==> config.mk <==
export PLATFORM = sky130hd
export DESIGN_NAME = iod_dly_eye_trainer
export DESIGN_NICKNAME = d
export VERILOG_FILES = /design/src/rtl/iod_train_pkg.sv /design/src/rtl/iod_pulse_timer.sv /design/src/rtl/iod_dly_eye_trainer.sv
export SDC_FILE = /design/constraint.sdc
export NUM_CORES = 1
export LEC_CHECK = 0
export BUFFER_PORTS_ARGS = -buffer_cell sky130_fd_sc_hd__clkbuf_2
export CAP_MARGIN = 20
export CORE_UTILIZATION = 62
export DETAILED_ROUTE_END_ITERATION = 7
export HOLD_SLACK_MARGIN = 0.05
export PLACE_DENSITY = 0.91
export SYNTH_ARGS = -nofsm -noshare
export SYNTH_HDL_FRONTEND = slang
export SYNTH_HIERARCHICAL = 1
export SYNTH_SLANG_ARGS = --single-unit
==> constraint.sdc <==
create_clock -name FAB_CLK -period 4.5 [get_ports FAB_CLK]
set_input_delay 0.675 -clock FAB_CLK [delete_from_list [all_inputs] [get_ports FAB_CLK]]
set_output_delay 0.675 -clock FAB_CLK [all_outputs]
set_load 0.005 [all_outputs]
==> src/rtl/iod_train_pkg.sv <==
// Shared definitions for the IOD delay-line eye trainer.
//   - train_state_e : 4-bit FSM state encoding (also exported on dbg_state)
//   - FAIL_*        : fail_code values reported on the fail_code output
//   - DEF_*_CYCLES  : default settle / sample window lengths
//   - TMR_W         : width of the shared settle/sample down-counter
package iod_train_pkg;

  typedef enum logic [3:0] {
    ST_IDLE     = 4'd0,
    ST_LOAD     = 4'd1,
    ST_SETTLE   = 4'd2,
    ST_CLEAR    = 4'd3,
    ST_SAMPLE   = 4'd4,
    ST_EVAL     = 4'd5,
    ST_STEP_UP  = 4'd6,
    ST_CHECK    = 4'd7,
    ST_CTR_STEP = 4'd8,
    ST_DONE     = 4'd9,
    ST_FAIL     = 4'd10
  } train_state_e;

  localparam logic [1:0] FAIL_NONE    = 2'b00;
  localparam logic [1:0] FAIL_NO_PASS = 2'b01;
  localparam logic [1:0] FAIL_NARROW  = 2'b10;
  localparam logic [1:0] FAIL_OOR     = 2'b11;

  localparam int DEF_SETTLE_CYCLES = 8;
  localparam int DEF_SAMPLE_CYCLES = 16;
  localparam int TMR_W             = 8;

endpackage

==> src/rtl/iod_pulse_timer.sv <==
// Loadable down-counter shared by the settle and sample windows.
// Ports:
//   clk_i, rst_ni  : clock, asynchronous active-low reset
//   load_i         : (re)start the window with load_val_i cycles
//   load_val_i     : window length in cycles (must be >= 1)
//   expired_o      : high for exactly one cycle, the last cycle of the window
module iod_pulse_timer
  import iod_train_pkg::*;
#(
  parameter int CNT_W = TMR_W
) (
  input  logic             clk_i,
  input  logic             rst_ni,
  input  logic             load_i,
  input  logic [CNT_W-1:0] load_val_i,
  output logic             expired_o
);

  logic [CNT_W-1:0] cnt_q;
  logic [CNT_W-1:0] cnt_d;

  // Next count: reload, otherwise count down and park at zero.
  always_comb begin
    cnt_d = cnt_q;
    if (load_i) begin
      cnt_d = load_val_i;
    end else if (cnt_q != CNT_W'(0)) begin
      cnt_d = cnt_q - CNT_W'(1);
    end else begin
      cnt_d = cnt_q;
    end
  end

  // Count register.
  always_ff @(posedge clk_i or negedge rst_ni) begin
    if (!rst_ni) begin
      cnt_q <= CNT_W'(0);
    end else begin
      cnt_q <= cnt_d;
    end
  end

  // A window of N cycles ends in the cycle the counter shows 1.
  assign expired_o = (cnt_q == CNT_W'(1));

endmodule

==> src/rtl/iod_dly_eye_trainer.sv <==
// Fabric-side delay-line eye trainer for one DDR3 PF_IOD lane (FAB_CLK domain).
// Sweeps the tap delay up from 0, finds the passing eye [L..R], steps back
// down to the eye centre and reports it on final_tap.
// Ports:
//   FAB_CLK, ARST_N            : clock, asynchronous active-low reset
//   start                      : one-cycle training request (ignored while busy)
//   busy / done / fail         : status; done and fail are sticky until next start
//   fail_code                  : 01 no pass, 10 eye too narrow, 11 out of range
//   final_tap                  : centre tap, valid while done=1
//   DELAY_LINE_LOAD/MOVE       : one-cycle pulses to the IOD delay line
//   DELAY_LINE_DIRECTION       : 1 = increment, 0 = decrement
//   EYE_MONITOR_CLEAR_FLAGS    : one-cycle pulse clearing the eye flags
//   EYE_MONITOR_EARLY/LATE     : eye monitor flags from the IOD
//   DELAY_LINE_OUT_OF_RANGE    : end-of-range flag from the IOD
// Optional build macro IOD_DLY_TRAIN_DEBUG_EN adds dbg_left, dbg_right and
// dbg_state outputs (registered L, R and FSM state).
module iod_dly_eye_trainer
  import iod_train_pkg::*;
#(
  parameter int TAP_W         = 8,
  parameter int MAX_TAP       = 127,
  parameter int SETTLE_CYCLES = DEF_SETTLE_CYCLES,
  parameter int SAMPLE_CYCLES = DEF_SAMPLE_CYCLES,
  parameter int MIN_EYE_TAPS  = 4
) (
  input  logic             FAB_CLK,
  input  logic             ARST_N,
  input  logic             start,
  output logic             busy,
  output logic             done,
  output logic             fail,
  output logic [1:0]       fail_code,
  output logic [TAP_W-1:0] final_tap,
  output logic             DELAY_LINE_LOAD,
  output logic             DELAY_LINE_MOVE,
  output logic             DELAY_LINE_DIRECTION,
  output logic             EYE_MONITOR_CLEAR_FLAGS,
  input  logic             EYE_MONITOR_EARLY,
  input  logic             EYE_MONITOR_LATE,
`ifdef IOD_DLY_TRAIN_DEBUG_EN
  input  logic             DELAY_LINE_OUT_OF_RANGE,
  output logic [TAP_W-1:0] dbg_left,
  output logic [TAP_W-1:0] dbg_right,
  output logic [3:0]       dbg_state
`else
  input  logic             DELAY_LINE_OUT_OF_RANGE
`endif
);

  localparam logic [TAP_W-1:0] MAX_TAP_C  = TAP_W'(MAX_TAP);
  // R-L+1 < MIN_EYE_TAPS is the same test as R-L < MIN_EYE_TAPS-1.
  localparam logic [TAP_W-1:0] MIN_SPAN_C = TAP_W'(MIN_EYE_TAPS - 1);
  localparam logic [TMR_W-1:0] SETTLE_C   = TMR_W'(SETTLE_CYCLES);
  localparam logic [TMR_W-1:0] SAMPLE_C   = TMR_W'(SAMPLE_CYCLES);

  train_state_e     state_q, state_d;
  logic [TAP_W-1:0] tap_q, tap_d;
  logic [TAP_W-1:0] left_q, left_d;
  logic [TAP_W-1:0] right_q, right_d;
  logic [TAP_W-1:0] centre_q, centre_d;
  logic             found_left_q, found_left_d;
  logic             centring_q, centring_d;
  logic             bad_q, bad_d;
  logic             busy_q, busy_d;
  logic             done_q, done_d;
  logic             fail_q, fail_d;
  logic [1:0]       fail_code_q, fail_code_d;
  logic [TAP_W-1:0] final_tap_q, final_tap_d;
  logic             load_q, load_d;
  logic             move_q, move_d;
  logic             dir_q, dir_d;
  logic             clr_q, clr_d;

  logic [TAP_W-1:0] span_s;
  logic             found_nxt_s;
  logic             tmr_load_s;
  logic [TMR_W-1:0] tmr_val_s;
  logic             tmr_expired_s;

  iod_pulse_timer #(
    .CNT_W (TMR_W)
  ) u_timer (
    .clk_i      (FAB_CLK),
    .rst_ni     (ARST_N),
    .load_i     (tmr_load_s),
    .load_val_i (tmr_val_s),
    .expired_o  (tmr_expired_s)
  );

  // Next-state, datapath and registered-output next values.
  always_comb begin
    state_d      = state_q;
    tap_d        = tap_q;
    left_d       = left_q;
    right_d      = right_q;
    centre_d     = centre_q;
    found_left_d = found_left_q;
    centring_d   = centring_q;
    bad_d        = bad_q;
    busy_d       = busy_q;
    done_d       = done_q;
    fail_d       = fail_q;
    fail_code_d  = fail_code_q;
    final_tap_d  = final_tap_q;
    dir_d        = dir_q;
    span_s       = right_q - left_q;
    found_nxt_s  = found_left_q | ~bad_q;

    case (state_q)
      ST_IDLE: begin
        if (start) begin
          done_d      = 1'b0;
          fail_d      = 1'b0;
          fail_code_d = FAIL_NONE;
          final_tap_d = TAP_W'(0);
          busy_d      = 1'b1;
          dir_d       = 1'b1;  // sweep direction is up; set well ahead of the first MOVE
          state_d     = ST_LOAD;
        end else begin
          state_d = ST_IDLE;
        end
      end
      ST_LOAD: begin
        tap_d        = TAP_W'(0);
        left_d       = TAP_W'(0);
        right_d      = TAP_W'(0);
        centre_d     = TAP_W'(0);
        found_left_d = 1'b0;
        centring_d   = 1'b0;
        state_d      = ST_SETTLE;
      end
      ST_SETTLE: begin
        if (tmr_expired_s) begin
          state_d = centring_q ? ST_CTR_STEP : ST_CLEAR;
        end else begin
          state_d = ST_SETTLE;
        end
      end
      ST_CLEAR: begin
        bad_d   = 1'b0;
        state_d = ST_SAMPLE;
      end
      ST_SAMPLE: begin
        bad_d = bad_q | EYE_MONITOR_EARLY | EYE_MONITOR_LATE;
        if (tmr_expired_s) begin
          state_d = ST_EVAL;
        end else begin
          state_d = ST_SAMPLE;
        end
      end
      ST_EVAL: begin
        if (bad_q && found_left_q) begin
          right_d = tap_q - TAP_W'(1);  // tap > L here, so no underflow
          dir_d   = 1'b0;               // centring goes down; set before CTR_STEP
          state_d = ST_CHECK;
        end else begin
          if (!bad_q && !found_left_q) begin
            left_d       = tap_q;
            found_left_d = 1'b1;
          end else begin
            found_left_d = found_left_q;
          end
          if (tap_q == MAX_TAP_C) begin
            if (found_nxt_s) begin
              right_d = tap_q;
              dir_d   = 1'b0;
              state_d = ST_CHECK;
            end else begin
              fail_d      = 1'b1;
              fail_code_d = FAIL_NO_PASS;
              busy_d      = 1'b0;
              final_tap_d = TAP_W'(0);
              state_d     = ST_FAIL;
            end
          end else begin
            state_d = ST_STEP_UP;
          end
        end
      end
      ST_STEP_UP: begin
        // OUT_OF_RANGE seen alongside the MOVE means the IOD did not step.
        if (DELAY_LINE_OUT_OF_RANGE) begin
          if (found_left_q) begin
            right_d = tap_q;
            dir_d   = 1'b0;
            state_d = ST_CHECK;
          end else begin
            fail_d      = 1'b1;
            fail_code_d = FAIL_OOR;
            busy_d      = 1'b0;
            final_tap_d = TAP_W'(0);
            state_d     = ST_FAIL;
          end
        end else begin
          tap_d   = (tap_q == MAX_TAP_C) ? tap_q : tap_q + TAP_W'(1);
          state_d = ST_SETTLE;
        end
      end
      ST_CHECK: begin
        if (span_s < MIN_SPAN_C) begin
          fail_d      = 1'b1;
          fail_code_d = FAIL_NARROW;
          busy_d      = 1'b0;
          final_tap_d = TAP_W'(0);
          state_d     = ST_FAIL;
        end else begin
          centre_d   = left_q + (span_s >> 1);
          centring_d = 1'b1;
          state_d    = ST_CTR_STEP;
        end
      end
      ST_CTR_STEP: begin
        if (tap_q > centre_q) begin
          tap_d   = tap_q - TAP_W'(1);
          state_d = ST_SETTLE;
        end else begin
          done_d      = 1'b1;
          busy_d      = 1'b0;
          final_tap_d = tap_q;
          state_d     = ST_DONE;
        end
      end
      ST_DONE: begin
        state_d = ST_IDLE;
      end
      ST_FAIL: begin
        state_d = ST_IDLE;
      end
      default: begin
        state_d = ST_IDLE;
      end
    endcase

    // Pulses are decoded from the next state so they line up with it.
    load_d = (state_d == ST_LOAD);
    clr_d  = (state_d == ST_CLEAR);
    move_d = (state_d == ST_STEP_UP) ||
             ((state_d == ST_CTR_STEP) && (tap_d > centre_d));

    tmr_load_s = (state_d != state_q) &&
                 ((state_d == ST_SETTLE) || (state_d == ST_SAMPLE));
    tmr_val_s  = (state_d == ST_SAMPLE) ? SAMPLE_C : SETTLE_C;
  end

  // State, datapath and output registers.
  always_ff @(posedge FAB_CLK or negedge ARST_N) begin
    if (!ARST_N) begin
      state_q      <= ST_IDLE;
      tap_q        <= TAP_W'(0);
      left_q       <= TAP_W'(0);
      right_q      <= TAP_W'(0);
      centre_q     <= TAP_W'(0);
      found_left_q <= 1'b0;
      centring_q   <= 1'b0;
      bad_q        <= 1'b0;
      busy_q       <= 1'b0;
      done_q       <= 1'b0;
      fail_q       <= 1'b0;
      fail_code_q  <= FAIL_NONE;
      final_tap_q  <= TAP_W'(0);
      load_q       <= 1'b0;
      move_q       <= 1'b0;
      dir_q        <= 1'b0;
      clr_q        <= 1'b0;
    end else begin
      state_q      <= state_d;
      tap_q        <= tap_d;
      left_q       <= left_d;
      right_q      <= right_d;
      centre_q     <= centre_d;
      found_left_q <= found_left_d;
      centring_q   <= centring_d;
      bad_q        <= bad_d;
      busy_q       <= busy_d;
      done_q       <= done_d;
      fail_q       <= fail_d;
      fail_code_q  <= fail_code_d;
      final_tap_q  <= final_tap_d;
      load_q       <= load_d;
      move_q       <= move_d;
      dir_q        <= dir_d;
      clr_q        <= clr_d;
    end
  end

  assign busy                    = busy_q;
  assign done                    = done_q;
  assign fail                    = fail_q;
  assign fail_code               = fail_code_q;
  assign final_tap               = final_tap_q;
  assign DELAY_LINE_LOAD         = load_q;
  assign DELAY_LINE_MOVE         = move_q;
  assign DELAY_LINE_DIRECTION    = dir_q;
  assign EYE_MONITOR_CLEAR_FLAGS = clr_q;

`ifdef IOD_DLY_TRAIN_DEBUG_EN
  assign dbg_left  = left_q;
  assign dbg_right = right_q;
  assign dbg_state = state_q;
`endif

endmodule

-- After elaboration in Yosys (flattened, before gate mapping)
Index checks and enable logic that the tools add are counted.
- flip-flop bits (word level): 64
- word-level logic and storage cells: 164
- add/subtract/negate cells: 5
- order comparisons: 3
- eq/ne operators: 30
- muxes and demuxes: 78
- bitwise operators: 4
- reductions and logical operators: 26
- operators by type and width (cell ; number):
    8-bit 2-to-1 mux ; 21
    8-bit case mux with 3 select lines ; 2
    8-bit case mux with 5 select lines ; 1
    4-bit case mux with 9 select lines ; 1
    4-bit 2-to-1 mux ; 8
    8-bit case mux with 2 select lines ; 2
    1-bit 2-to-1 mux ; 26
    4-bit by 3-bit equality test with 1-bit output, second input constant ; 6
    2-bit != test, second input constant ; 11
    4-bit by 2-bit equality test with 1-bit output, second input constant ; 4
    8-bit greater-than comparator ; 2
    2-bit 2-to-1 mux ; 8
    8-bit by 1-bit subtractor with 8-bit output, second input constant ; 2
    2-bit nonzero test ; 5
    9-bit AND reduction ; 1
    8-bit by 1-bit adder with 8-bit output, second input constant ; 1
    8-bit by 7-bit adder with 8-bit output ; 1
    4-bit by 1-bit equality test with 1-bit output, second input constant ; 2
    4-bit equality test, second input constant ; 2
    8-bit by 1-bit equality test with 1-bit output, second input constant ; 1
    8-bit by 7-bit equality test with 1-bit output, second input constant ; 1
    8-bit by 2-bit less-than comparator with 1-bit output, second input constant ; 1
    1-bit case mux with 2 select lines ; 4
    2-bit case mux with 4 select lines ; 1
    22 further kinds ; 32

-- Depth between registers and ports, before layout
Gate-level depths: netlist (run 1).
- depth in word-level cells: 10
- mapped depth: 20

-- Hierarchy
The synthesis (run 1) kept the hierarchy.
- modules (own cells, without submodules) (module ; times used ; cells an instance ; area an instance (sq um)):
    iod_dly_eye_trainer ; 1 ; 461 ; 3866.2
    iod_pulse_timer ; 1 ; 61 ; 540.5

-- Worst setup path after synthesis (run 1)
OpenSTA, ideal clock, no wires.
- path type: register to register
- start point: reg right_q[0]
- end point: reg move_q, in the netlist DELAY_LINE_MOVE
- setup time: 125 ps
- arrival: 3749 ps
- data required time: 4375 ps
- setup slack: 626 ps
- cell stages (with the launch flop): 19
- path buffers: 1
- clock period less this slack: 3874 ps
- cells stage by stage: dfrtp_1 inv_1 ha_1 inv_1 fa_1 a211oi_1 nor2_1 xor2_1 a2111o_1 o311a_1 buf_2 mux2_2 ha_1 a21o_1 a21o_1 a21oi_1 o21a_1 nor3_1 mux2_2
- longest elaborated chain between the ends: 7
- RTL lines (what ; RTL line ; source):
    start, declared ; iod_dly_eye_trainer.sv:59 ; logic [TAP_W-1:0] right_q, right_d;
    start signal, assigned ; iod_dly_eye_trainer.sv:269 ; right_q <= right_d;
    8-bit subtractor (*) ; iod_dly_eye_trainer.sv:106 ; span_s = right_q - left_q;
    8-bit by 7-bit adder with 8-bit output or 8-bit by 2-bit less-than comparator with 1-bit output (tied branches) ; iod_dly_eye_trainer.sv:207, iod_dly_eye_trainer.sv:200 ;
    8-bit 2-to-1 mux or 2-bit 2-to-1 mux (tied branches) ; iod_dly_eye_trainer.sv:200 ; if (span_s < MIN_SPAN_C) begin
    8-bit case mux with 2 select lines or 4-bit case mux with 9 select lines (tied branches) ; iod_dly_eye_trainer.sv:109 ; case (state_q)
    8-bit greater-than comparator or 4-bit equality test (tied branches) ; iod_dly_eye_trainer.sv:238 ; ((state_d == ST_CTR_STEP) && (tap_d > centre_d));
    1-bit logical AND ; iod_dly_eye_trainer.sv:238 ;
    1-bit logical OR (*) ; iod_dly_eye_trainer.sv:237 ; move_d = (state_d == ST_STEP_UP) ||
    net move_d ; iod_dly_eye_trainer.sv:70 ; logic move_q, move_d;
    end signal, assigned ; iod_dly_eye_trainer.sv:280 ; move_q <= move_d;
    end, declared ; iod_dly_eye_trainer.sv:70 ;
Mark *: on every way through the listed nets, which the timed path passes. The rest lies on a longest branch.
A chain may end at the register's enable or synchronous reset.

-- Worst setup path after layout (run 1)
- start point: reg left_q[1]
- end point: reg move_q, in the netlist DELAY_LINE_MOVE
- longest elaborated chain between the ends: 7
- RTL lines (what ; RTL line ; source):
    start, declared ; iod_dly_eye_trainer.sv:58 ; logic [TAP_W-1:0] left_q, left_d;
    start signal, assigned ; iod_dly_eye_trainer.sv:268 ; left_q <= left_d;
    8-bit subtractor ; iod_dly_eye_trainer.sv:106 ;
    8-bit by 7-bit adder with 8-bit output or 8-bit by 2-bit less-than comparator with 1-bit output (tied branches) ; iod_dly_eye_trainer.sv:207, iod_dly_eye_trainer.sv:200 ;
    8-bit 2-to-1 mux or 2-bit 2-to-1 mux (tied branches) ; iod_dly_eye_trainer.sv:200 ;
    8-bit case mux with 2 select lines or 4-bit case mux with 9 select lines (tied branches) ; iod_dly_eye_trainer.sv:109 ;
    8-bit greater-than comparator or 4-bit equality test (tied branches) ; iod_dly_eye_trainer.sv:238 ;
    1-bit logical AND ; iod_dly_eye_trainer.sv:238 ;
    1-bit logical OR (*) ; iod_dly_eye_trainer.sv:237 ;
    net move_d ; iod_dly_eye_trainer.sv:70 ;
Marks and branches as above.

==> results of run 1 <==
[critical path: stages, from the launching register on]
cell	delay, ns
dfrtp_1	0.38
inv_1	0.12
ha_1	0.29
nand2b_1	0.08
a211oi_1	0.42
o21ai_0	0.20
and2_1	0.19
ha_1	0.35
nand2_1	0.06
o21ai_0	0.25
nor2_1	0.10
xor2_1	0.17
mux2_2	0.29
ha_1	0.30
a21o_1	0.17
a21o_1	0.17
a21oi_1	0.16
o21a_1	0.15
nor3_1	0.05
mux2_2	0.28
[area by class of cell]
type                    instances  area [um^2]
fillers                       534         1990
clock buffers                  12          155
repair buffers                 32          185
clock inverters                 3         65.1
well taps                      96          120
multi-input cells             392         2540
flip-flops and latches         64         1600
inverters                      46          173
[state kept, by name, indices dropped and copies added (netlist names)]
register,flops
DELAY_LINE_MOVE,1
tap_q,8
EYE_MONITOR_CLEAR_FLAGS,1
found_left_q,1
u_timer/cnt_q,8
state_q,4
fail_code,2
busy,1
DELAY_LINE_DIRECTION,1
left_q,8
fail,1
right_q,8
DELAY_LINE_LOAD,1
centre_q,8
done,1
final_tap,8
centring_q,1
bad_q,1
[placed cells by master, fill, tap and decap left out, drive strengths merged, types with 14 or more instances in the layout]
| cell | netlist | routed |
|---|---|---|
| a21o | 14 | 14 |
| nand2 | 43 | 43 |
| nand3 | 18 | 18 |
| inv | 46 | 46 |
| nor2 | 46 | 46 |
| ha | 35 | 35 |
| dfrtp | 64 | 64 |
| a21oi | 42 | 42 |
| nor3 | 21 | 21 |
| o21ai | 35 | 35 |
| clkbuf | 22 | 34 |
[synthesized netlist by cell type (3+ instances only)]
cell,count
dfrtp_1,64
inv_1,46
nor2_1,46
nand2_1,43
a21oi_1,42
ha_1,35
o21ai_0,35
clkbuf_1,22
nor3_1,21
nand3_1,18
a21o_1,14
a31oi_1,10
nand2b_1,10
a22o_1,9
xor2_1,9
mux2_2,7
nand4_1,7
o31ai_1,7
a211oi_1,5
o21a_1,5
o22ai_1,5
xnor2_1,5
nor2b_1,4
or3_1,4
and3_1,3
and4b_1,3
mux2i_1,3
or4_1,3
[metrics by stage]
stage	hold slack, ns	setup slack (ns)
6_report	0.381	0.186
5_1_grt	0.431	0.00111
4_1_cts	0.394	0.243
3_5_place_dp	0.470	0.295
3_3_place_gp	0.464	0.504
2_1_floorplan	0.379	0.626
[worst paths after layout]
check | to | slack, ns | cells past startpoint | from
worst min register to register | done | 0.48 | 1 | done
worst max register to register | DELAY_LINE_MOVE | 0.19 | 19 | left_q[1]
worst min-delay path | u_timer/cnt_q[1] | 0.38 | 1 | ARST_N
min in group FAB_CLK | done | 0.48 | 1 | done
worst max-delay path | DELAY_LINE_MOVE | 0.19 | 19 | left_q[1]
max in group asynchronous | tap_q[5] | 3.18 | 2 | ARST_N
[power breakdown]
group          internal [W]  switching (W)  leakage, nW
clock              0.000339       0.000218        0.112
sequential         0.000777       0.000231        0.834
combinational      0.000850        0.00127         1.31
[metal layers]
metal | part of all wire [%] | up-vias | global-route usage, % | wire (um)
li1 | - | 1904 | - | -
met1 | 40 | 1905 | 41.3 | 4490
met2 | 48 | 211 | 52.5 | 5380
met3 | 7.7 | 53 | 6.86 | 858
met4 | 4.0 | 0 | 13.6 | 442
met5 | 0 | - | 0 | 0
[cell families after synthesis]
kind of cell | count (synthesis) | share of synthesized area [%]
AO/OA/AOI/OAI | 150 | 21.6
XOR/XNOR | 14 | 2.78
adder cells (fa/ha/maj) | 37 | 10.8
buffers and inverters | 71 | 6.42
flip-flops | 64 | 36.3
multiplexers | 10 | 2.47
other | 1 | 0.0851
AND/OR/NAND/NOR | 175 | 19.4
==> results.sh, run 1 <==
export IMPL_setup_viol=0
export IMPL_tightest_slew_ns=0.740
export IMPL_postRouteAntennaNets=0
export IMPL_clock_path_buffers=2
export IMPL_die_height_um=86.3
export IMPL_slew_headroom_pct=50.6
export IMPL_p_total_w=0.00368
export IMPL_clock_fmax_ghz=0.232
export IMPL_end_kind="flip-flop"
export IMPL_die_area_mm2=0.00745
export IMPL_yosys_warnings=6
export IMPL_seq_area_frac_synth_pct=36.3
export IMPL_status="finished, violations left"
export IMPL_yosysTopAreaCellShare_pct=36.3
export IMPL_synth_edf_count=0
export IMPL_hpwlAfterDp_um=8230
export IMPL_grt_overflow=0
export IMPL_nets=588
export IMPL_worstPathRequired_ns=4.74
export IMPL_drcViolationCount=4
export IMPL_path_class="flip-flop to flip-flop"
export IMPL_fp_dieW_um=86.3
export IMPL_fin_util_pct=70.9
export IMPL_dr_pass1_iters=8
export IMPL_crit_arrival_ns=4.55
export IMPL_yosys_area_top_type="dfrtp_1"
export IMPL_rows=30
export IMPL_layout_drive_gt1_share_pct=10.0
export IMPL_cts_resized=0
export IMPL_fin_crit_ns=4.31
export IMPL_antenna_found_initial=0
export IMPL_grt_pass1_vias=3857
export IMPL_vias=4073
export IMPL_routedWlPerCell_um=17.3
export IMPL_grt_total_usage_pct=32.1
export IMPL_num_antenna_cells=0
export IMPL_hp_class="primary input to async pin"
export IMPL_synth_ff_type="dfrtp_1"
export IMPL_slew_viol_final=0
export IMPL_dr_first_iter_drc_count=491
export IMPL_crit_path_start_kind="flip-flop"
export IMPL_instances_no_fill=645
export IMPL_grt_pass1_wl_um=18400
export IMPL_grt_max_degree=37
export IMPL_cts_sinks=64
export IMPL_ios=23
export IMPL_fin_tns_setup_ns=0
export IMPL_cp_max_fo=4
export IMPL_cts_setup_buffers=0
export IMPL_synthCells=522
export IMPL_post_route_period_util_pct=95.9
export IMPL_ys_top_cells_by_area="dfrtp_1 36%, ha_1 9.9%, a21oi_1 4.8%, o21ai_0 4.0%, inv_1 3.9%"
export IMPL_area_growth_pct=9.85
export IMPL_drv_cap=0
export IMPL_synthArstFlopShare_pct=100
export IMPL_holdBufCountCts=0
export IMPL_power_density_mw_per_mm2=761
export IMPL_port_buffers=22
export IMPL_violations="DRC"
export IMPL_routed_wl_um=11200
export IMPL_post_place_cells=630
export IMPL_synthDistinctLibCells=56
export IMPL_postLayoutCellArea_mm2=0.00484
export IMPL_viasPerCell=6.31
export IMPL_clk_latency_ns=0.35
export IMPL_core_area_mm2=0.00683
export IMPL_yosys_register_bits=64
export IMPL_tritoncts="built"
export IMPL_power_leakage_nw=2.26
export IMPL_rsz0062_at_grt="false"
export IMPL_vdd_drop_max_uv=543
export IMPL_hold_viol=0
export IMPL_cts_root_buf="clkbuf_8"
export IMPL_initial_core_util_pct=64.5
export IMPL_synth_area_mm2=0.00441
export IMPL_gp_congestion=0.963
export IMPL_clk_pin_slew_worst_paths_ns=0.07
export IMPL_avgSynthCellArea_um2=8.44
export IMPL_numCtsBuffers=9
export IMPL_finalClockSkew_ns=0.00866
export IMPL_cts_max_level=3
export IMPL_placed_area_mm2=0.00462
(Power assumes the default switching activity.)
==> inputs of run 2 (changes only) <==
--- a/config.mk
+++ b/config.mk
@@ -5,12 +5,13 @@
 export SDC_FILE = /design/constraint.sdc
 export NUM_CORES = 1
 export LEC_CHECK = 0
+export ABC_AREA = 1
 export BUFFER_PORTS_ARGS = -buffer_cell sky130_fd_sc_hd__clkbuf_2
 export CAP_MARGIN = 20
 export CORE_UTILIZATION = 62
 export DETAILED_ROUTE_END_ITERATION = 7
 export HOLD_SLACK_MARGIN = 0.05
-export PLACE_DENSITY = 0.91
+export PLACE_DENSITY = 0.9
 export SYNTH_ARGS = -nofsm -noshare
 export SYNTH_HDL_FRONTEND = slang
 export SYNTH_HIERARCHICAL = 1
==> constraint.sdc (replaced) <==
create_clock -name FAB_CLK -period 4.5 [get_ports FAB_CLK]
set_input_delay 0.225 -clock FAB_CLK [delete_from_list [all_inputs] [get_ports FAB_CLK]]
set_output_delay 0.225 -clock FAB_CLK [all_outputs]
set_load 0.005 [all_outputs]
==> run 2 against run 1 <==
Compared with the run above:
- the flow now finishes without violations
- global-route usage increased by 0.55 points
- register-to-register slack gained 0.44 ns
- fmax grew 11%
- clock power increased by 3%
- via count grew 8.9%
- total power shrank 3.9%
- flip-flop and latch count did not move
- synthesized area is 7.0% higher
- clock skew grew 0.00072 ns
- critical path depth is 3 higher
- synthesized cell count grew 18%
- sequential share of layout area shrank 1.9 points
- critical endpoint unchanged
- largest power group unchanged
==> results.sh, run 2 <==
export IMPL_cts_root_buf="clkbuf_8"
export IMPL_die_height_um=89.2
export IMPL_final_common_cell="nand2_1"
export IMPL_antenna_found_initial=0
export IMPL_numCtsBuffers=9
export IMPL_power_leakage_nw=2.70
export IMPL_yosysTopAreaCellShare_pct=34.0
export IMPL_crit_arrival_ns=4.13
export IMPL_synth_common_cells="147 x nand2_1, 83 x inv_1, 64 x dfrtp_1"
export IMPL_instances_no_fill=752
export IMPL_yosys_area_top_type="dfrtp_1"
export IMPL_grt_pass1_vias=4112
export IMPL_status="completed"
export IMPL_post_route_period_util_pct=86.0
export IMPL_grt_total_usage_pct=32.6
export IMPL_grt_overflow=0
export IMPL_rsz0062_at_grt="false"
export IMPL_worstPathRequired_ns=4.76
export IMPL_final_cell_mix="147 x nand2_1, 83 x inv_1, 64 x dfrtp_1"
export IMPL_ys_top_cells_by_area="dfrtp_1 34%, nand2_1 12%, ha_1 9.3%, inv_1 6.6%, nand3_1 4.5%"
export IMPL_dr_first_iter_drc_count=454
export IMPL_clock_fmax_ghz=0.258
export IMPL_port_buffers=22
export IMPL_routedWlPerCell_um=15.9
export IMPL_yosysMostFrequentCell="nand2_1"
export IMPL_fill_cells=570
export IMPL_drcViolationCount=0
export IMPL_num_antenna_cells=0
export IMPL_end_kind="flip-flop"
export IMPL_routed_wl_um=11900
export IMPL_grt_pass1_wl_um=19700
export IMPL_grt_max_degree=65
export IMPL_synth_ff_type="dfrtp_1"
export IMPL_postLayoutCellArea_mm2=0.00514
export IMPL_viasPerCell=5.90
export IMPL_fp_dieW_um=89.2
export IMPL_fin_tns_setup_ns=0
export IMPL_gp_congestion=0.924
export IMPL_tightest_slew_ns=0.815
export IMPL_fin_util_pct=70.5
export IMPL_synthCells=617
export IMPL_ios=23
export IMPL_rows=31
export IMPL_clock_path_buffers=2
export IMPL_power_density_mw_per_mm2=689
export IMPL_cts_setup_buffers=0
export IMPL_synth_edf_count=0
export IMPL_yosys_warnings=6
export IMPL_path_class="flip-flop to flip-flop"
export IMPL_clk_pin_slew_worst_paths_ns=0.08
export IMPL_area_growth_pct=8.97
export IMPL_fin_crit_ns=3.87
export IMPL_nets=692
export IMPL_holdBufCountCts=0
export IMPL_clk_latency_ns=0.34
export IMPL_avgSynthCellArea_um2=7.64
export IMPL_yosys_register_bits=64
export IMPL_synth_area_mm2=0.00471
export IMPL_hpwlAfterDp_um=8990
export IMPL_vias=4434
export IMPL_initial_core_util_pct=64.7
export IMPL_post_place_cells=737
export IMPL_hold_viol=0
export IMPL_synthDistinctLibCells=49
export IMPL_tritoncts="built"
export IMPL_die_area_mm2=0.00796
export IMPL_finalHoldWorstSlack_ns=0.0605
export IMPL_cts_resized=0
export IMPL_synthArstFlopShare_pct=100
export IMPL_cp_max_fo=3
export IMPL_crit_path_start_kind="flip-flop"
export IMPL_layout_drive_gt1_share_pct=17.0
export IMPL_vdd_drop_max_uv=377
export IMPL_core_area_mm2=0.00729
export IMPL_slew_headroom_pct=45.6
export IMPL_drv_cap=0
export IMPL_cts_max_level=3
export IMPL_finalClockSkew_ns=0.00939
export IMPL_slew_viol_final=0
export IMPL_hp_class="primary input to async pin"
export IMPL_cts_sinks=64
export IMPL_dr_pass1_iters=5
export IMPL_placed_area_mm2=0.00492
export IMPL_postRouteAntennaNets=0
export IMPL_setup_viol=0
export IMPL_seq_area_frac_synth_pct=34.0
[run 2: cell types whose count changed in the layout (fill, tap and decap cells not counted), moves of 15 or more]
cell	previous run	this run
a21oi_1	42	26
inv_1	46	83
inv_2	0	21
nand2_1	43	147
nand3_1	18	42
nor3_1	21	6
[run 2: layout make-up]
| type | count | area [um^2] | area share, % |
|---|---|---|---|
| multi-input combinational | 445 | 2670 | 52.0 |
| sequential | 64 | 1600 | 31.2 |
| inverter | 106 | 403 | 7.84 |
| clock buffer | 12 | 155 | 3.02 |
| tap | 99 | 124 | 2.41 |
| timing repair buffer | 23 | 118 | 2.29 |
| clock inverter | 3 | 65.1 | 1.27 |
[run 2: through the flow]
step	power [W]	setup slack, ns
floorplan	0.00249	1.18
global placement	0.00282	1.01
detailed placement	0.00291	0.768
CTS	0.00350	0.687
global route	0.00383	0.384
finish	0.00354	0.629
[run 2: per-layer routing]
| metal | share of wire (%) | vias to the layer above | global-route usage, % | routed length (um) |
|---|---|---|---|---|
| li1 | - | 2090 | - | - |
| met1 | 41 | 2077 | 42.6 | 4940 |
| met2 | 48 | 226 | 54.5 | 5740 |
| met3 | 7.3 | 41 | 4.52 | 867 |
| met4 | 3.2 | 0 | 13.6 | 384 |
| met5 | 0 | - | 0 | 0 |
[run 2: cells by family (layout without fill, tap and decap cells)]
| group | after synthesis | after routing | synth area share, % |
|---|---|---|---|
| AO/OA/AOI/OAI | 102 | 102 | 13.8 |
| flip-flops | 64 | 64 | 34.0 |
| adder cells (fa/ha/maj) | 37 | 37 | 10.1 |
| XOR/XNOR | 13 | 13 | 2.42 |
| other | 1 | 6 | 0.0795 |
| buffers and inverters | 113 | 144 | 9.77 |
| AND/OR/NAND/NOR | 287 | 287 | 29.8 |
[run 2: final timing paths]
check	from	endpoint	slack, ns	cells after the start
worst min-delay path	ARST_N	centre_q[2]	0.06	2
worst max-delay path	right_q[0]	DELAY_LINE_MOVE	0.63	22
worst min register to register	final_tap[1]	final_tap[1]	0.48	2
worst max register to register	right_q[0]	DELAY_LINE_MOVE	0.63	22
max in group asynchronous	ARST_N	u_timer/cnt_q[4]	3.90	2
min in group FAB_CLK	EYE_MONITOR_LATE	bad_q	0.19	3
[run 2: power breakdown]
part           switching (W)  total, W  internal, W
logic                0.00137   0.00207     0.000702
registers           0.000171  0.000899     0.000728
clock network       0.000233  0.000572     0.000339
total                0.00177   0.00354      0.00177
[run 2: critical path, cell delays in order (launching register included)]
cell      delay, ns
dfrtp_1        0.37
inv_1          0.07
ha_1           0.14
inv_1          0.07
fa_1           0.43
xor2_1         0.28
inv_1          0.10
fa_1           0.46
o21ai_0        0.34
nand2_1        0.09
nand2_1        0.07
a21oi_1        0.07
xnor2_1        0.15
nand3_1        0.11
o21ai_2        0.09
inv_2          0.05
ha_1           0.27
nand2_1        0.06
nor2_1         0.14
nand2_1        0.07
o211ai_1       0.07
o21ai_0        0.11
o21ai_1        0.16
==> inputs of run 3 (changes only) <==
--- a/config.mk
+++ b/config.mk
@@ -5,13 +5,12 @@
 export SDC_FILE = /design/constraint.sdc
 export NUM_CORES = 1
 export LEC_CHECK = 0
-export ABC_AREA = 1
+export ABC_AREA = 0
 export BUFFER_PORTS_ARGS = -buffer_cell sky130_fd_sc_hd__clkbuf_2
-export CAP_MARGIN = 20
 export CORE_UTILIZATION = 62
 export DETAILED_ROUTE_END_ITERATION = 7
 export HOLD_SLACK_MARGIN = 0.05
-export PLACE_DENSITY = 0.9
+export PLACE_DENSITY = 0.91
 export SYNTH_ARGS = -nofsm -noshare
 export SYNTH_HDL_FRONTEND = slang
 export SYNTH_HIERARCHICAL = 1
==> run 3 against run 2 <==
Compared with the run above:
- setup slack worse by 0.39 ns
- total power grew 4.7%
- count of clock-buffer cells in the layout decreased by 1
- cell area shrank 5.7%
- clock skew is 0.0023 ns lower
- sequential power rose by 12%
- die area is 6.4% lower
- routed wire length decreased by 5.3%
- first-iteration DRC count down 3.3%
- register-to-register slack worse by 0.39 ns
- critical path type unchanged
==> results.sh, run 3 (same netlist as run 1, synthesis figures left out) <==
export IMPL_status="completed"
export IMPL_power_leakage_nw=2.26
export IMPL_die_height_um=86.3
export IMPL_r2r_end="DELAY_LINE_MOVE"
export IMPL_layout_setup_ws_ns=0.239
export IMPL_hold_viol=0
export IMPL_postLayoutCellArea_mm2=0.00485
export IMPL_cts_sinks=64
export IMPL_dpl_worst_slack_ns=0.251
export IMPL_multiInputGateArea_mm2=0.00255
export IMPL_postRouteAntennaNets=0
export IMPL_p_total_w=0.00371
export IMPL_gp_congestion=0.926
export IMPL_drv_cap=0
export IMPL_slew_viol_final=0
export IMPL_dr_first_iter_drc_count=439
export IMPL_rows=30
export IMPL_rsz0062_at_grt="false"
export IMPL_die_area_mm2=0.00745
export IMPL_vias=4142
export IMPL_cts_max_level=3
export IMPL_final_common_cell="dfrtp_1"
export IMPL_rr_startpoint="right_q[0]"
export IMPL_vdd_drop_max_uv=437
export IMPL_fin_tns_setup_ns=0
export IMPL_cp_max_fo=3
export IMPL_setup_viol=0
export IMPL_area_growth_pct=9.99
export IMPL_seqCellArea_mm2=0.00160
export IMPL_numCtsBuffers=9
export IMPL_hpwlAfterDp_um=8290
export IMPL_ios=23
export IMPL_r2r_setup_slack_ns=0.24
export IMPL_final_cell_mix="64 x dfrtp_1, 46 x inv_1, 46 x nor2_1"
export IMPL_worstPathRequired_ns=4.74
export IMPL_cts_setup_buffers=0
export IMPL_routed_wl_um=11300
export IMPL_grt_overflow=0
export IMPL_drcViolationCount=0
export IMPL_cts_root_buf="clkbuf_8"
export IMPL_placed_area_mm2=0.00462
export IMPL_fp_dieW_um=86.3
export IMPL_fin_crit_ns=4.26
export IMPL_tritoncts="built"
export IMPL_num_antenna_cells=0
export IMPL_end_kind="flip-flop"
export IMPL_tightest_slew_ns=0.808
export IMPL_post_place_cells=630
export IMPL_grt_max_degree=65
export IMPL_crit_arrival_ns=4.50
export IMPL_cp_startpoint="right_q[0]"
export IMPL_path_class="flip-flop to flip-flop"
export IMPL_crit_path_start_kind="flip-flop"
export IMPL_slew_headroom_pct=46.1
export IMPL_initial_core_util_pct=64.5
export IMPL_nets=588
export IMPL_finalClockSkew_ns=0.00710
export IMPL_grt_total_usage_pct=33.2
export IMPL_clock_fmax_ghz=0.235
export IMPL_clk_latency_ns=0.35
export IMPL_hp_class="primary input to async pin"
export IMPL_antenna_found_initial=0
export IMPL_power_density_mw_per_mm2=765
export IMPL_endpoint="DELAY_LINE_MOVE"
export IMPL_dr_pass1_iters=8
export IMPL_layout_drive_gt1_share_pct=10.5
export IMPL_clk_pin_slew_worst_paths_ns=0.07
export IMPL_instances_no_fill=646
export IMPL_grt_pass1_vias=3987
export IMPL_port_buffers=22
export IMPL_clock_path_buffers=2
export IMPL_viasPerCell=6.41
export IMPL_post_route_period_util_pct=94.7
export IMPL_routedWlPerCell_um=17.5
export IMPL_fill_cells=545
export IMPL_rr_worst_depth=20
export IMPL_core_area_mm2=0.00683
export IMPL_grt_pass1_wl_um=18900
[run 3: cell count changes in the layout (fill, tap and decap cells not counted), moves of 11 or more]
cell / delta
nand2_1: -104
inv_1: -37
nand3_1: -24
inv_2: -21
a21oi_1: +16
nor3_1: +15
a21o_1: +13
nand2_2: -13
o21ai_0: +12
o21ai_1: -11
[run 3: worst min-delay path by stage]
stage	start	to	slack [ns]
final	ARST_N	u_timer/cnt_q[1]	0.03
after global routing	ARST_N	u_timer/cnt_q[0]	0.11
after CTS	ARST_N	u_timer/cnt_q[5]	0.07
after detailed placement	ARST_N	u_timer/cnt_q[1]	0.45
after global placement	ARST_N	u_timer/cnt_q[1]	0.44
after floorplan	ARST_N	DELAY_LINE_DIRECTION	-0.07
[run 3: timing repair]
| item | in CTS | in global routing |
|---|---|---|
| setup endpoints to repair | 0 | 1 |
| gates resized for setup | 0 | 2 |
| hold buffers | 0 | 0 |
[run 3: layout make-up]
| class | instances | area share (%) |
|---|---|---|
| Clock buffer | 11 | 2.92 |
| Tap cell | 96 | 2.48 |
| Clock inverter | 5 | 1.63 |
| Timing Repair Buffer | 32 | 3.82 |
| Sequential cell | 64 | 33.0 |
| Inverter | 46 | 3.56 |
| Multi-Input combinational cell | 392 | 52.6 |
[run 3: critical path: stages, from the launching register on]
cell	delay, ns
dfrtp_1	0.38
inv_1	0.06
ha_1	0.16
inv_1	0.06
fa_1	0.40
a211oi_1	0.30
nor2_1	0.11
xor2_1	0.24
ha_1	0.32
o21ai_0	0.11
nand2b_1	0.13
a21o_1	0.20
a21oi_1	0.18
xor2_1	0.30
mux2_2	0.23
ha_1	0.24
a21o_1	0.16
a21oi_1	0.14
o21a_1	0.13
nor3_1	0.04
mux2_2	0.28
[run 3: per-stage QoR]
stage                     hold WS (ns)  util [%]
after global routing             0.107      71.0
final                           0.0254      71.0
after CTS                       0.0712      70.9
after global placement           0.436      67.6
after detailed placement         0.449      67.6
after floorplan                -0.0706         -
[run 3: report_power, final]
group          internal (W)  total, W  leakage (nW)  switching (W)
sequential         0.000777   0.00101         0.834       0.000232
clock              0.000327  0.000560         0.114       0.000233
combinational      0.000863   0.00214          1.31        0.00128
total               0.00197   0.00371          2.26        0.00174
[run 3: metal layers]
metal	global-route usage (%)	part of all wire [%]	routed length, um
met1	40.8	40	4470
met2	53.5	47	5330
met3	9.43	8.5	963
met4	16.7	4.8	538
met5	0	0	0
